`src/rtl/dm_arbiter_pkg.sv`:
```
// dm_arbiter_pkg: shared FSM state type and parameter defaults for the arbiter
package dm_arbiter_pkg;
   typedef enum logic [1:0] {IDLE, ACCESS, RESP} state_t;
   localparam int DATA_W_DEF = 32;
   localparam int DEPTH_DEF  = 256;
   localparam int ADDR_W_DEF = 8;
endpackage

```
`src/rtl/dm_arbiter_if.sv`:
```
// dm_arbiter_if: two requester ports plus the data_memory side of the arbiter
interface dm_arbiter_if
   import dm_arbiter_pkg::*;
#(
   parameter int DATA_W = DATA_W_DEF
);
   logic              p0_req, p0_we, p0_gnt, p0_done, p0_err;
   logic [31:0]       p0_adr;
   logic [DATA_W-1:0] p0_wdata, p0_rdata;
   logic              p1_req, p1_we, p1_gnt, p1_done, p1_err;
   logic [31:0]       p1_adr;
   logic [DATA_W-1:0] p1_wdata, p1_rdata;
   logic [31:0]       mem_read_adr, mem_write_adr;
   logic [DATA_W-1:0] mem_write_data, mem_read_data;
   logic              mem_memread, mem_memwrite;
   modport slave (
      input  p0_req, p0_we, p0_adr, p0_wdata, p1_req, p1_we, p1_adr, p1_wdata, mem_read_data,
      output p0_gnt, p0_done, p0_err, p0_rdata, p1_gnt, p1_done, p1_err, p1_rdata,
             mem_read_adr, mem_write_adr, mem_write_data, mem_memread, mem_memwrite
   );
   modport master (
      output p0_req, p0_we, p0_adr, p0_wdata, p1_req, p1_we, p1_adr, p1_wdata, mem_read_data,
      input  p0_gnt, p0_done, p0_err, p0_rdata, p1_gnt, p1_done, p1_err, p1_rdata,
             mem_read_adr, mem_write_adr, mem_write_data, mem_memread, mem_memwrite
   );
endinterface

```
`src/rtl/dm_arbiter_rr_arb2.sv`:
```
// rr_arb2: two-way round-robin pick; a lone requester wins, a tie goes to the port not granted last
module rr_arb2 (
   input  logic [1:0] req,
   input  logic       last_grant,
   output logic       win
);
   // tie-break on last_grant, otherwise port 1 wins only when it is the one asking
   always_comb win = &req ? !last_grant : req[1];
endmodule

```
`src/rtl/dm_arbiter.sv`:
```
// dm_arbiter: round-robin sharing of one data_memory between two requesters, one access per 3 cycles
module dm_arbiter
   import dm_arbiter_pkg::*;
#(
   parameter int DATA_W = DATA_W_DEF,
   parameter int DEPTH  = DEPTH_DEF,
   parameter int ADDR_W = ADDR_W_DEF
)(
   input logic        clk,
   input logic        reset,
   dm_arbiter_if.slave bus
);
   state_t            state, nxt;
   logic              we_q, id_q, last_grant, win, any_req, in_range;
   logic [31:0]       adr_q;
   logic [DATA_W-1:0] wdata_q, rdata_q;

   assign any_req  = bus.p0_req | bus.p1_req;
   assign in_range = adr_q < 32'(DEPTH) && (adr_q >> ADDR_W) == 32'd0;

   rr_arb2 u_rr (
      .req        ({bus.p1_req, bus.p0_req}),
      .last_grant (last_grant),
      .win        (win)
   );

   // state register; reset forces IDLE at once so the strobes drop asynchronously
   always_ff @(posedge clk or negedge reset) begin
      if (!reset) state <= IDLE;
      else        state <= nxt;
   end

   // requests are only looked at in IDLE; ACCESS and RESP always last one cycle each
   always_comb nxt = state == IDLE ? (any_req ? ACCESS : IDLE) : state == ACCESS ? RESP : IDLE;

   // latch the winner's request in IDLE and capture the read result at the edge ending ACCESS
   always_ff @(posedge clk or negedge reset) begin
      if (!reset) begin
         we_q       <= 1'b0;
         adr_q      <= '0;
         wdata_q    <= '0;
         rdata_q    <= '0;
         id_q       <= 1'b0;
         last_grant <= 1'b1;
      end else begin
         if (state == IDLE && any_req) begin
            we_q       <= win ? bus.p1_we : bus.p0_we;
            adr_q      <= win ? bus.p1_adr : bus.p0_adr;
            wdata_q    <= win ? bus.p1_wdata : bus.p0_wdata;
            id_q       <= win;
            last_grant <= win;
         end
         if (state == ACCESS) rdata_q <= (in_range && !we_q) ? bus.mem_read_data : '0;
      end
   end

   // per-state outputs: grant in ACCESS, done/err/rdata in RESP, only for the latched winner
   always_comb begin
      bus.p0_gnt         = state == ACCESS && !id_q;
      bus.p1_gnt         = state == ACCESS && id_q;
      bus.p0_done        = state == RESP && !id_q;
      bus.p1_done        = state == RESP && id_q;
      bus.p0_err         = bus.p0_done && !in_range;
      bus.p1_err         = bus.p1_done && !in_range;
      bus.p0_rdata       = bus.p0_done ? rdata_q : '0;
      bus.p1_rdata       = bus.p1_done ? rdata_q : '0;
      bus.mem_read_adr   = adr_q;
      bus.mem_write_adr  = adr_q;
      bus.mem_write_data = wdata_q;
      bus.mem_memread    = state == ACCESS && in_range && !we_q;
      bus.mem_memwrite   = state == ACCESS && in_range && we_q;
   end
endmodule

```
`src/flat_wrapper.sv`:
```
// flat-port wrapper written by rule: the top's interface ports become plain ports
module dm_arbiter_flat import dm_arbiter_pkg::*;
#(
   parameter int DATA_W = DATA_W_DEF,
   parameter int DEPTH  = DEPTH_DEF,
   parameter int ADDR_W = ADDR_W_DEF
)
  (clk, reset, bus_p0_req, bus_p0_we, bus_p0_adr, bus_p0_wdata, bus_p1_req, bus_p1_we, bus_p1_adr, bus_p1_wdata, bus_mem_read_data, bus_p0_gnt, bus_p0_done, bus_p0_err, bus_p0_rdata, bus_p1_gnt, bus_p1_done, bus_p1_err, bus_p1_rdata, bus_mem_read_adr, bus_mem_write_adr, bus_mem_write_data, bus_mem_memread, bus_mem_memwrite);
  dm_arbiter_if #(.DATA_W(DATA_W)) bus_i ();
  input logic clk;
  input logic reset;
  input wire logic [$bits(bus_i.p0_req)-1:0] bus_p0_req;
  input wire logic [$bits(bus_i.p0_we)-1:0] bus_p0_we;
  input wire logic [$bits(bus_i.p0_adr)-1:0] bus_p0_adr;
  input wire logic [$bits(bus_i.p0_wdata)-1:0] bus_p0_wdata;
  input wire logic [$bits(bus_i.p1_req)-1:0] bus_p1_req;
  input wire logic [$bits(bus_i.p1_we)-1:0] bus_p1_we;
  input wire logic [$bits(bus_i.p1_adr)-1:0] bus_p1_adr;
  input wire logic [$bits(bus_i.p1_wdata)-1:0] bus_p1_wdata;
  input wire logic [$bits(bus_i.mem_read_data)-1:0] bus_mem_read_data;
  output wire logic [$bits(bus_i.p0_gnt)-1:0] bus_p0_gnt;
  output wire logic [$bits(bus_i.p0_done)-1:0] bus_p0_done;
  output wire logic [$bits(bus_i.p0_err)-1:0] bus_p0_err;
  output wire logic [$bits(bus_i.p0_rdata)-1:0] bus_p0_rdata;
  output wire logic [$bits(bus_i.p1_gnt)-1:0] bus_p1_gnt;
  output wire logic [$bits(bus_i.p1_done)-1:0] bus_p1_done;
  output wire logic [$bits(bus_i.p1_err)-1:0] bus_p1_err;
  output wire logic [$bits(bus_i.p1_rdata)-1:0] bus_p1_rdata;
  output wire logic [$bits(bus_i.mem_read_adr)-1:0] bus_mem_read_adr;
  output wire logic [$bits(bus_i.mem_write_adr)-1:0] bus_mem_write_adr;
  output wire logic [$bits(bus_i.mem_write_data)-1:0] bus_mem_write_data;
  output wire logic [$bits(bus_i.mem_memread)-1:0] bus_mem_memread;
  output wire logic [$bits(bus_i.mem_memwrite)-1:0] bus_mem_memwrite;
  assign bus_i.p0_req = bus_p0_req;
  assign bus_i.p0_we = bus_p0_we;
  assign bus_i.p0_adr = bus_p0_adr;
  assign bus_i.p0_wdata = bus_p0_wdata;
  assign bus_i.p1_req = bus_p1_req;
  assign bus_i.p1_we = bus_p1_we;
  assign bus_i.p1_adr = bus_p1_adr;
  assign bus_i.p1_wdata = bus_p1_wdata;
  assign bus_i.mem_read_data = bus_mem_read_data;
  assign bus_p0_gnt = bus_i.p0_gnt;
  assign bus_p0_done = bus_i.p0_done;
  assign bus_p0_err = bus_i.p0_err;
  assign bus_p0_rdata = bus_i.p0_rdata;
  assign bus_p1_gnt = bus_i.p1_gnt;
  assign bus_p1_done = bus_i.p1_done;
  assign bus_p1_err = bus_i.p1_err;
  assign bus_p1_rdata = bus_i.p1_rdata;
  assign bus_mem_read_adr = bus_i.mem_read_adr;
  assign bus_mem_write_adr = bus_i.mem_write_adr;
  assign bus_mem_write_data = bus_i.mem_write_data;
  assign bus_mem_memread = bus_i.mem_memread;
  assign bus_mem_memwrite = bus_i.mem_memwrite;
  dm_arbiter #(.DATA_W(DATA_W), .DEPTH(DEPTH), .ADDR_W(ADDR_W)) u_core (.clk(clk), .reset(reset), .bus(bus_i));
endmodule
```
`config.mk`:
```
export PLATFORM = sky130hd
export DESIGN_NAME = dm_arbiter_flat
export DESIGN_NICKNAME = d
export VERILOG_FILES = /design/src/rtl/dm_arbiter_pkg.sv /design/src/rtl/dm_arbiter_if.sv /design/src/rtl/dm_arbiter_rr_arb2.sv /design/src/rtl/dm_arbiter.sv /design/src/flat_wrapper.sv
export SDC_FILE = /design/constraint.sdc
export NUM_CORES = 1
export LEC_CHECK = 0
export ABC_AREA = 1
export BUFFER_PORTS_ARGS = -buffer_cell sky130_fd_sc_hd__buf_2
export CORE_AREA = 4 4 126 128
export CTS_BUF_LIST = sky130_fd_sc_hd__clkbuf_16
export DETAILED_ROUTE_END_ITERATION = 10
export DIE_AREA = 0 0 130 132
export PLACE_DENSITY = 0.69
export SLEW_MARGIN = 15
export SYNTH_ARGS = -nofsm -noshare
export SYNTH_HDL_FRONTEND = slang
export SYNTH_HIERARCHICAL = 1
export SYNTH_SLANG_ARGS = --single-unit
```
`constraint.sdc`:
```
create_clock -name clk -period 1.8 [get_ports clk]
set_clock_uncertainty 0.15 [all_clocks]
set_input_delay 0.36 -clock clk [delete_from_list [all_inputs] [get_ports clk]]
set_output_delay 0.36 -clock clk [all_outputs]
set_load 0.01 [all_outputs]
```
==> results of run 1 <==
## metrics by stage
stage,TNS (ps),cells,setup slack (ps),cell area (um2)
2_1_floorplan,0,609,125.3,5226
3_3_place_gp,-31.58,1105,-17.96,7146
3_5_place_dp,-115.0,1105,-55.87,7146
4_1_cts,-14590,1131,-389.0,7674
5_1_grt,-21870,1139,-488.2,7993
6_report,-13810,1139,-342.2,7993
## cell type report
type	instances	area, um2
fill	1409	6872
clock inverter	7	90.09
multi-input combinational	392	2241
timing repair inverter	2	22.52
inverter	44	195.2
timing repair buffer	396	2454
sequential	101	2530
tap	188	235.2
clock buffer	9	225.2
## metal layers
layer  vias up  track usage (%)
met4         0            5.427
met1      2482            22.51
met2       222            33.84
li1       2617                -
met5         -                0
met3        18            4.417
## cell usage after synthesis
cell type,instances
sky130_fd_sc_hd__nor2_2,1
sky130_fd_sc_hd__a21oi_1,64
sky130_fd_sc_hd__nand4_1,33
sky130_fd_sc_hd__nand2_1,75
sky130_fd_sc_hd__inv_1,39
sky130_fd_sc_hd__o21ai_0,3
sky130_fd_sc_hd__dfrtp_1,100
sky130_fd_sc_hd__nor3_1,2
sky130_fd_sc_hd__clkbuf_4,1
sky130_fd_sc_hd__nor3_2,1
sky130_fd_sc_hd__clkinv_1,2
sky130_fd_sc_hd__a21oi_2,1
sky130_fd_sc_hd__clkbuf_1,6
sky130_fd_sc_hd__buf_6,1
sky130_fd_sc_hd__buf_2,23
sky130_fd_sc_hd__o211ai_1,1
sky130_fd_sc_hd__nor2_1,147
sky130_fd_sc_hd__mux2i_1,64
sky130_fd_sc_hd__buf_4,41
sky130_fd_sc_hd__inv_2,3
sky130_fd_sc_hd__dfstp_2,1
## path summary, 6_finish.rpt
check / slack (ps) / start / cells after the start / to
setup / recovery: -340 / u_core/bus.mem_read_adr[22]$_DFFE_PN0P_ / 9 / bus_mem_memread
hold / removal: 100 / bus_mem_read_data[26] / 3 / u_core/rdata_q[26]$_DFFE_PN0N_
setup reg to reg: 60 / u_core/state[0]$_DFF_PN0_ / 7 / u_core/bus.mem_write_data[13]$_DFFE_PN0P_
hold reg to reg: 330 / u_core/rdata_q[12]$_DFFE_PN0N_ / 2 / u_core/rdata_q[12]$_DFFE_PN0N_
max in group asynchronous: 600 / reset / 3 / u_core/state[0]$_DFF_PN0_
min in group asynchronous: 480 / reset / 3 / u_core/rdata_q[1]$_DFFE_PN0N_
## sequential cells by signal, indices dropped and copies added (netlist names)
| register | flops |
|---|---|
| u_core/state | 2 |
| u_core/bus.mem_read_adr | 32 |
| u_core/rdata_q | 32 |
| u_core/id_q | 1 |
| u_core/we_q | 1 |
| u_core/last_grant | 1 |
| u_core/bus.mem_write_data | 32 |
## power breakdown
part / switching (mW) / internal, mW / total (mW) / leakage (nW)
Clock: 0.858 / 1.21 / 2.07 / 0.154
Sequential: 0.437 / 3.05 / 3.48 / 1.21
Combinational: 3.12 / 2.48 / 5.60 / 2.74
Total: 4.41 / 6.74 / 11.2 / 4.11
## cell families after synthesis
family,after synthesis,synth area share (%)
muxes,64,12.28
buffers and inverters,116,12.07
AOI/OAI and AO/OA,69,6.740
DFF,101,48.48
and+or+nand+nor,259,20.44
## worst min-delay path: cells and delay by family
| kind | cells | cell delay [ps] |
|---|---|---|
| buffers and inverters | 1 | 80 |
| AND/OR/NAND/NOR | 2 | 140 |
## timing repair
| item | 4_1_cts | 5_1_grt |
|---|---|---|
| endpoints found under the setup margin | 70 | 108 |
| gates resized for setup | 38 | 47 |
| endpoints found under the hold margin | 100 | 0 |
| pin swaps | 7 | 12 |
| cloned | 2 | 4 |
| hold buffers | 1 | 0 |
| buffers inserted | 7 | 6 |
==> out/summary.txt, run 1 <==
ROUTING
--------------------------------------------------------------------------------
Routed length on met3 .............................................      1317 um
Met2 routed wirelength ............................................      8946 um
Via Count .........................................................        5,339
Detail-routed net length per standard cell ........................     15.15 um
Wire length after detailed routing ................................    17,250 um
Antenna-violating nets left .......................................            0
Top routing layer in use ..........................................         met4
Count of TritonRoute iterations in the first routing pass .........            7
DRC Markers .......................................................            0
Via-per-instance ratio ............................................        4.687
M1 wire length ....................................................      6739 um
Iter 0 DRT Violations .............................................          256

GLOBAL ROUTE
--------------------------------------------------------------------------------
Pin count of the biggest net entering global routing ..............          102
Global-route wire length before repair ............................    25,690 um
Initial antenna violation count ...................................            1
Total congestion overflow .........................................            0
Vias in the first global route ....................................        5,084
Aggregate global-route resource usage .............................       18.96%

YOSYS
--------------------------------------------------------------------------------
Sequential fraction of the synthesis area .........................       48.48%
Synthesis warning total ...........................................            6
Number of cells produced by synthesis .............................          609
Cell area after synthesis .........................................     5216 um2
Synth top area share ..............................................       47.97%
Synth top area cells .............................................. sky130_fd_sc_hd__dfrtp_1 48%, sky130_fd_sc_hd__mux2i_1 12%, sky130_fd_sc_hd__nor2_1 11%, sky130_fd_sc_hd__a21oi_1 6.1%, sky130_fd_sc_hd__buf_4 5.9%
Mapped Nets .......................................................          775
Seq cells post-synth ..............................................          101
Unique masters post-synth .........................................           21
Mapped Avg Cell Area ..............................................    8.565 um2
Cell taking the most area after synthesis ......................... sky130_fd_sc_hd__dfrtp_1

CELLS AND AREA
--------------------------------------------------------------------------------
Fin nets ..........................................................        1,112
Leading cell type in the layout, fill and taps excluded ........... sky130_fd_sc_hd__buf_2
Share of post-route cells with drive strength above 1 .............       48.05%
Post-Route Utilization ............................................       53.77%
Area Overhead vs Synth ............................................       53.23%
Most frequent cells in the layout ................................. 318 x sky130_fd_sc_hd__buf_2, 119 x sky130_fd_sc_hd__nor2_1, 99 x sky130_fd_sc_hd__dfrtp_1
Diode count .......................................................            0

CTS
--------------------------------------------------------------------------------
Later-pin clock latency in the skew report ........................       350 ps
Cell chosen for the clock root .................................... sky130_fd_sc_hd__clkbuf_16
Number of buffers inserted during clock tree synthesis ............            9
Clock transition at path regs .....................................        70 ps
Max Buffers Root-to-Sink ..........................................            2
Count of H-tree levels built during CTS ...........................            3
Clock sink count ..................................................          101
Clock tree from TritonCTS .........................................        built

DIE
--------------------------------------------------------------------------------
Placement row count ...............................................           45
Area enclosed by the die boundary .................................   17,160 um2
Initial cell density of the core ..................................       35.09%
Floorplan Core Area ...............................................   14,860 um2
Top Ports .........................................................          334
Chip Height .......................................................       132 um
Horizontal die dimension ..........................................       130 um

RUN STATUS
--------------------------------------------------------------------------------
Failing checks .................................................... negative setup slack
Result of the run ................................................. finished with violations

STA
--------------------------------------------------------------------------------
Hold_ws ...........................................................     104.0 ps
Period Utilization, post-route ....................................       119.0%
Peak Freq .........................................................    466.8 MHz
Endpoints failing setup ...........................................           69
Slew at the pin with the worst max-slew slack .....................     547.1 ps
Slew Limit Fails ..................................................            0
Hold violation total from the final report ........................            0
Final min period ..................................................      2142 ps
Rel. slew slack ...................................................       63.52%
RSZ-0062 raised after global routing ..............................         true
Worst-case setup margin in the final layout .......................    -342.2 ps

SETUP PATH
--------------------------------------------------------------------------------
Buf/Inv on CP .....................................................            2
Arrival time at the worst endpoint ................................      1630 ps
Category of the worst setup path launch point .....................     register
Worst path cell trace ............................................. nor2_1 -> nand2_1 -> nor2_2 -> nand2_1 -> nor2_2 -> buf_12 -> nand2_8 -> nor2_4 -> buf_6
Required time of the critical path ................................      1290 ps
CP Class .......................................................... register to output port
Critical Path Sink Type ...........................................  output port
Cell type group with the largest total delay on the critical path . simple AND/OR/NAND/NOR gates
Crit-path max FO ..................................................            4
Crit-path max cell delay ..........................................       380 ps
Critical path's slowest cell ...................................... sky130_fd_sc_hd__dfrtp_1

PLACEMENT
--------------------------------------------------------------------------------
Final weighted congestion in routability-driven placement .........       0.8225
Port Buffer Count .................................................          333
Placed wire-length estimate after detailed placement ..............    12,530 um

POWER
--------------------------------------------------------------------------------
Max rail drop VDD .................................................     687.4 uV
Power density over cell area ......................................  1396 nW/um2
Standby leakage power .............................................     4.108 nW
Total chip power ..................................................     11.15 mW

HOLD PATH
--------------------------------------------------------------------------------
Path class of the lowest-slack min-delay path ..................... input pin to register

JOB
--------------------------------------------------------------------------------
Max-Cap Viols .....................................................            0

No activity file was read; power rests on OpenSTA's default activity.
==> run 2: changes to the inputs <==
--- a/config.mk
+++ b/config.mk
@@ -6,14 +6,14 @@
 export NUM_CORES = 1
 export LEC_CHECK = 0
 export ABC_AREA = 1
-export BUFFER_PORTS_ARGS = -buffer_cell sky130_fd_sc_hd__buf_2
-export CORE_AREA = 4 4 126 128
+export CORE_AREA = 4 4 127 129
 export CTS_BUF_LIST = sky130_fd_sc_hd__clkbuf_16
 export DETAILED_ROUTE_END_ITERATION = 10
-export DIE_AREA = 0 0 130 132
-export PLACE_DENSITY = 0.69
+export DIE_AREA = 0 0 131 133
+export DONT_BUFFER_PORTS = 1
 export SLEW_MARGIN = 15
 export SYNTH_ARGS = -nofsm -noshare
 export SYNTH_HDL_FRONTEND = slang
 export SYNTH_HIERARCHICAL = 1
 export SYNTH_SLANG_ARGS = --single-unit
+export TNS_END_PERCENT = 20
==> run 2 against run 1 <==
Net effect:
- the run ends with negative hold slack, negative setup slack left
- non-clock buffer count shrank 330
- global-route usage shrank 3.0 points
- critical path type unchanged
- critical path depth shrank 4
- combinational power shrank 31%
- largest power group is now sequential cells
- largest cell class unchanged
- die area grew 1.5%
==> out/summary.txt, run 2 (same netlist as run 1, synthesis figures left out) <==
RUN STATUS
--------------------------------------------------------------------------------
Result of the run ................................................. finished with violations
Failing checks .................................................... negative hold slack, negative setup slack

GLOBAL ROUTE
--------------------------------------------------------------------------------
Initial antenna violation count ...................................            1   unchanged
Vias in the first global route ....................................        4,043   -20%
Pin count of the biggest net entering global routing ..............          102   unchanged
Total congestion overflow .........................................            0   unchanged
Aggregate global-route resource usage .............................       15.94%   -3.0 points
Global-route wire length before repair ............................    21,600 um   -16%

POWER
--------------------------------------------------------------------------------
Combinational Power Share .........................................        40.8%   -9.4 points
Part of the power in registers ....................................        41.1%   +9.9 points
Net Switching .....................................................     4.091 mW   -7.3%
Cell-internal power ...............................................     5.439 mW   -19%
Standby leakage power .............................................     2.655 nW   -35%
Total chip power ..................................................     9.530 mW   -15%
Net switching share of the total power ............................       42.93%   +3.4 points
Share of total power in the clock network .........................        18.1%   -0.5 points
Max rail drop VDD .................................................     899.9 uV   +31%
Power density over cell area ......................................  1527 nW/um2   +9.4%

DIE
--------------------------------------------------------------------------------
Floorplan Core Area ...............................................   15,030 um2   +1.1%
Initial cell density of the core ..................................       34.70%   -0.39 points
Chip Height .......................................................       133 um   +0.76%
Placement row count ...............................................           45   unchanged
Area enclosed by the die boundary .................................   17,420 um2   +1.5%
Horizontal die dimension ..........................................       131 um   +0.77%
Top Ports .........................................................          334   unchanged

SETUP PATH
--------------------------------------------------------------------------------
R2r endpoint ...................................................... u_core/rdata_q[16]$_DFFE_PN0N_
Buf/Inv on CP .....................................................            3   +1
CP Class .......................................................... register to output port
Number of cells on the worst reg-to-reg path ......................           10   +3
Critical path's slowest cell ...................................... sky130_fd_sc_hd__dfrtp_1
Origin of the critical flop-to-flop path .......................... u_core/bus.mem_read_adr[29]$_DFFE_PN0P_
Required time of the critical path ................................      1290 ps   about the same
Cell type group with the largest total delay on the critical path .   flip-flops
Crit-path max cell delay ..........................................       430 ps   +50 ps
Register-to-Register Setup Slack ..................................        40 ps   -20 ps
Path length in cells of the critical path .........................            5   -4
Crit-path max FO ..................................................           16   +12
Category of the worst setup path launch point .....................     register
Arrival time at the worst endpoint ................................      1550 ps   -80 ps
Worst path cell trace ............................................. nor3_4 -> buf_6 -> inv_8 -> nor2_1 -> buf_4
Critical Path Sink Type ...........................................  output port

STA
--------------------------------------------------------------------------------
Final total negative setup slack ..................................   -10,590 ps   +3228 ps
Rel. slew slack ...................................................       76.63%   +13 points
Worst-case setup margin in the final layout .......................    -263.4 ps   +78.86 ps
Endpoints failing setup ...........................................           72   +4.3%
Slew Limit Fails ..................................................            0   unchanged
Final min period ..................................................      2063 ps   -78.86 ps
Hold_ws ...........................................................    -438.9 ps   -542.9 ps
Slew at the pin with the worst max-slew slack .....................     350.5 ps   -196.6 ps
RSZ-0062 raised after global routing ..............................         true
Period Utilization, post-route ....................................       114.6%   -4.4 points
Peak Freq .........................................................    484.6 MHz   +3.8%
Hold violation total from the final report ........................          101   +101

ROUTING
--------------------------------------------------------------------------------
Via Count .........................................................        4,154   -22%
Antenna-violating nets left .......................................            0   unchanged
DRC Markers .......................................................            0   unchanged
Iter 0 DRT Violations .............................................          217   -15%
Wire length after detailed routing ................................    15,280 um   -11%
Detail-routed net length per standard cell ........................     18.94 um   +25%
Via-per-instance ratio ............................................        5.147   +9.8%
Count of TritonRoute iterations in the first routing pass .........            4   -3

PLACEMENT
--------------------------------------------------------------------------------
Final weighted congestion in routability-driven placement .........       0.7910   -3.8%
Port Buffer Count .................................................            0   -100%
Placed wire-length estimate after detailed placement ..............    11,020 um   -12%
Setup Slack @ Placement ...........................................    -52.09 ps   +3.786 ps

CTS
--------------------------------------------------------------------------------
Number of buffers inserted during clock tree synthesis ............            9   unchanged
Later-pin clock latency in the skew report ........................       340 ps   about the same
Count of H-tree levels built during CTS ...........................            3   unchanged
Cell chosen for the clock root .................................... sky130_fd_sc_hd__clkbuf_16
Clock transition at path regs .....................................        70 ps   about the same
Max Buffers Root-to-Sink ..........................................            2   unchanged
Number of hold buffers added after cts ............................            2   +1
Clock sink count ..................................................          101   unchanged
Clock tree from TritonCTS .........................................        built

CELLS AND AREA
--------------------------------------------------------------------------------
Number of fill cells in the layout ................................        1,448   +2.8%
Post-Route Utilization ............................................       41.51%   -12 points
Leading cell type in the layout, fill and taps excluded ........... sky130_fd_sc_hd__dfrtp_1
Most frequent cells in the layout ................................. 99 x sky130_fd_sc_hd__dfrtp_1, 81 x sky130_fd_sc_hd__nor2_1, 71 x sky130_fd_sc_hd__nand2_1
Fin nets ..........................................................          782   -30%
Area Overhead vs Synth ............................................       19.62%
Share of post-route cells with drive strength above 1 .............       26.17%   -22 points
Diode count .......................................................            0   unchanged

HOLD PATH
--------------------------------------------------------------------------------
Path class of the lowest-slack min-delay path ..................... input pin to asynchronous set/reset pin

JOB
--------------------------------------------------------------------------------
Max-Cap Viols .....................................................            0   unchanged

## run 2: power by group through the flow
stage / combinational (mW) / sequential, mW / clock [mW]
after CTS: 3.63 / 3.91 / 1.80
after floorplan: 2.64 / 3.92 / 0
final: 3.89 / 3.92 / 1.73
after detailed placement: 3.53 / 3.92 / 0
after global routing: 4.25 / 4.04 / 1.89
after global placement: 3.43 / 3.90 / 0
## run 2: metal layers
layer | routed length (um) | part of all wire (%) | GRT usage (%) | up-vias
met2 | 7897 | 52 | 27.99 | 264
met3 | 1620 | 11 | 5.450 | 18
met1 | 5480 | 36 | 17.45 | 1927
met4 | 268 | 1.8 | 6.114 | 2
li1 | - | - | - | 1943
met5 | 14 | 0.092 | 0 | -
## run 2: metrics by stage
step | instance area [um2] | instances
detailed placement | 5487 | 779
finish | 6240 | 807
global route | 6240 | 807
CTS | 5968 | 797
global placement | 5487 | 779
floorplan | 5221 | 609
## run 2: timing repair
action | 4_1_cts | 5_1_grt
buffers inserted | 2 | 8
gates resized for setup | 66 | 52
pin swaps | 8 | 13
gates cloned | 0 | 2
endpoints found under the setup margin | 70 | 90
hold endpoints to repair | 103 | 101
## run 2: final cells by class
class | instances | area [um2] | share of cell area, %
multi-input cells | 392 | 2410 | 38.62
flip-flops and latches | 101 | 2530 | 40.55
clock buffers | 9 | 225.2 | 3.609
repair inverters | 2 | 15.01 | 0.2406
repair buffers | 66 | 594.3 | 9.525
inverters | 44 | 198.9 | 3.188
clock inverters | 5 | 31.28 | 0.5013
well taps | 188 | 235.2 | 3.770
## run 2: how the worst max path moves through the flow
stage	startpoint	to
2_1_floorplan	u_core/state[0]$_DFF_PN0_	bus_p0_rdata[10]
3_3_place_gp	u_core/bus.mem_read_adr[23]$_DFFE_PN0P_	bus_mem_memread
3_5_place_dp	u_core/bus.mem_read_adr[16]$_DFFE_PN0P_	bus_mem_memwrite
4_1_cts	u_core/bus.mem_read_adr[17]$_DFFE_PN0P_	bus_mem_memwrite
5_1_grt	u_core/bus.mem_read_adr[29]$_DFFE_PN0P_	bus_mem_memread
6_report	u_core/id_q$_DFFE_PN0P_	bus_p0_rdata[0]
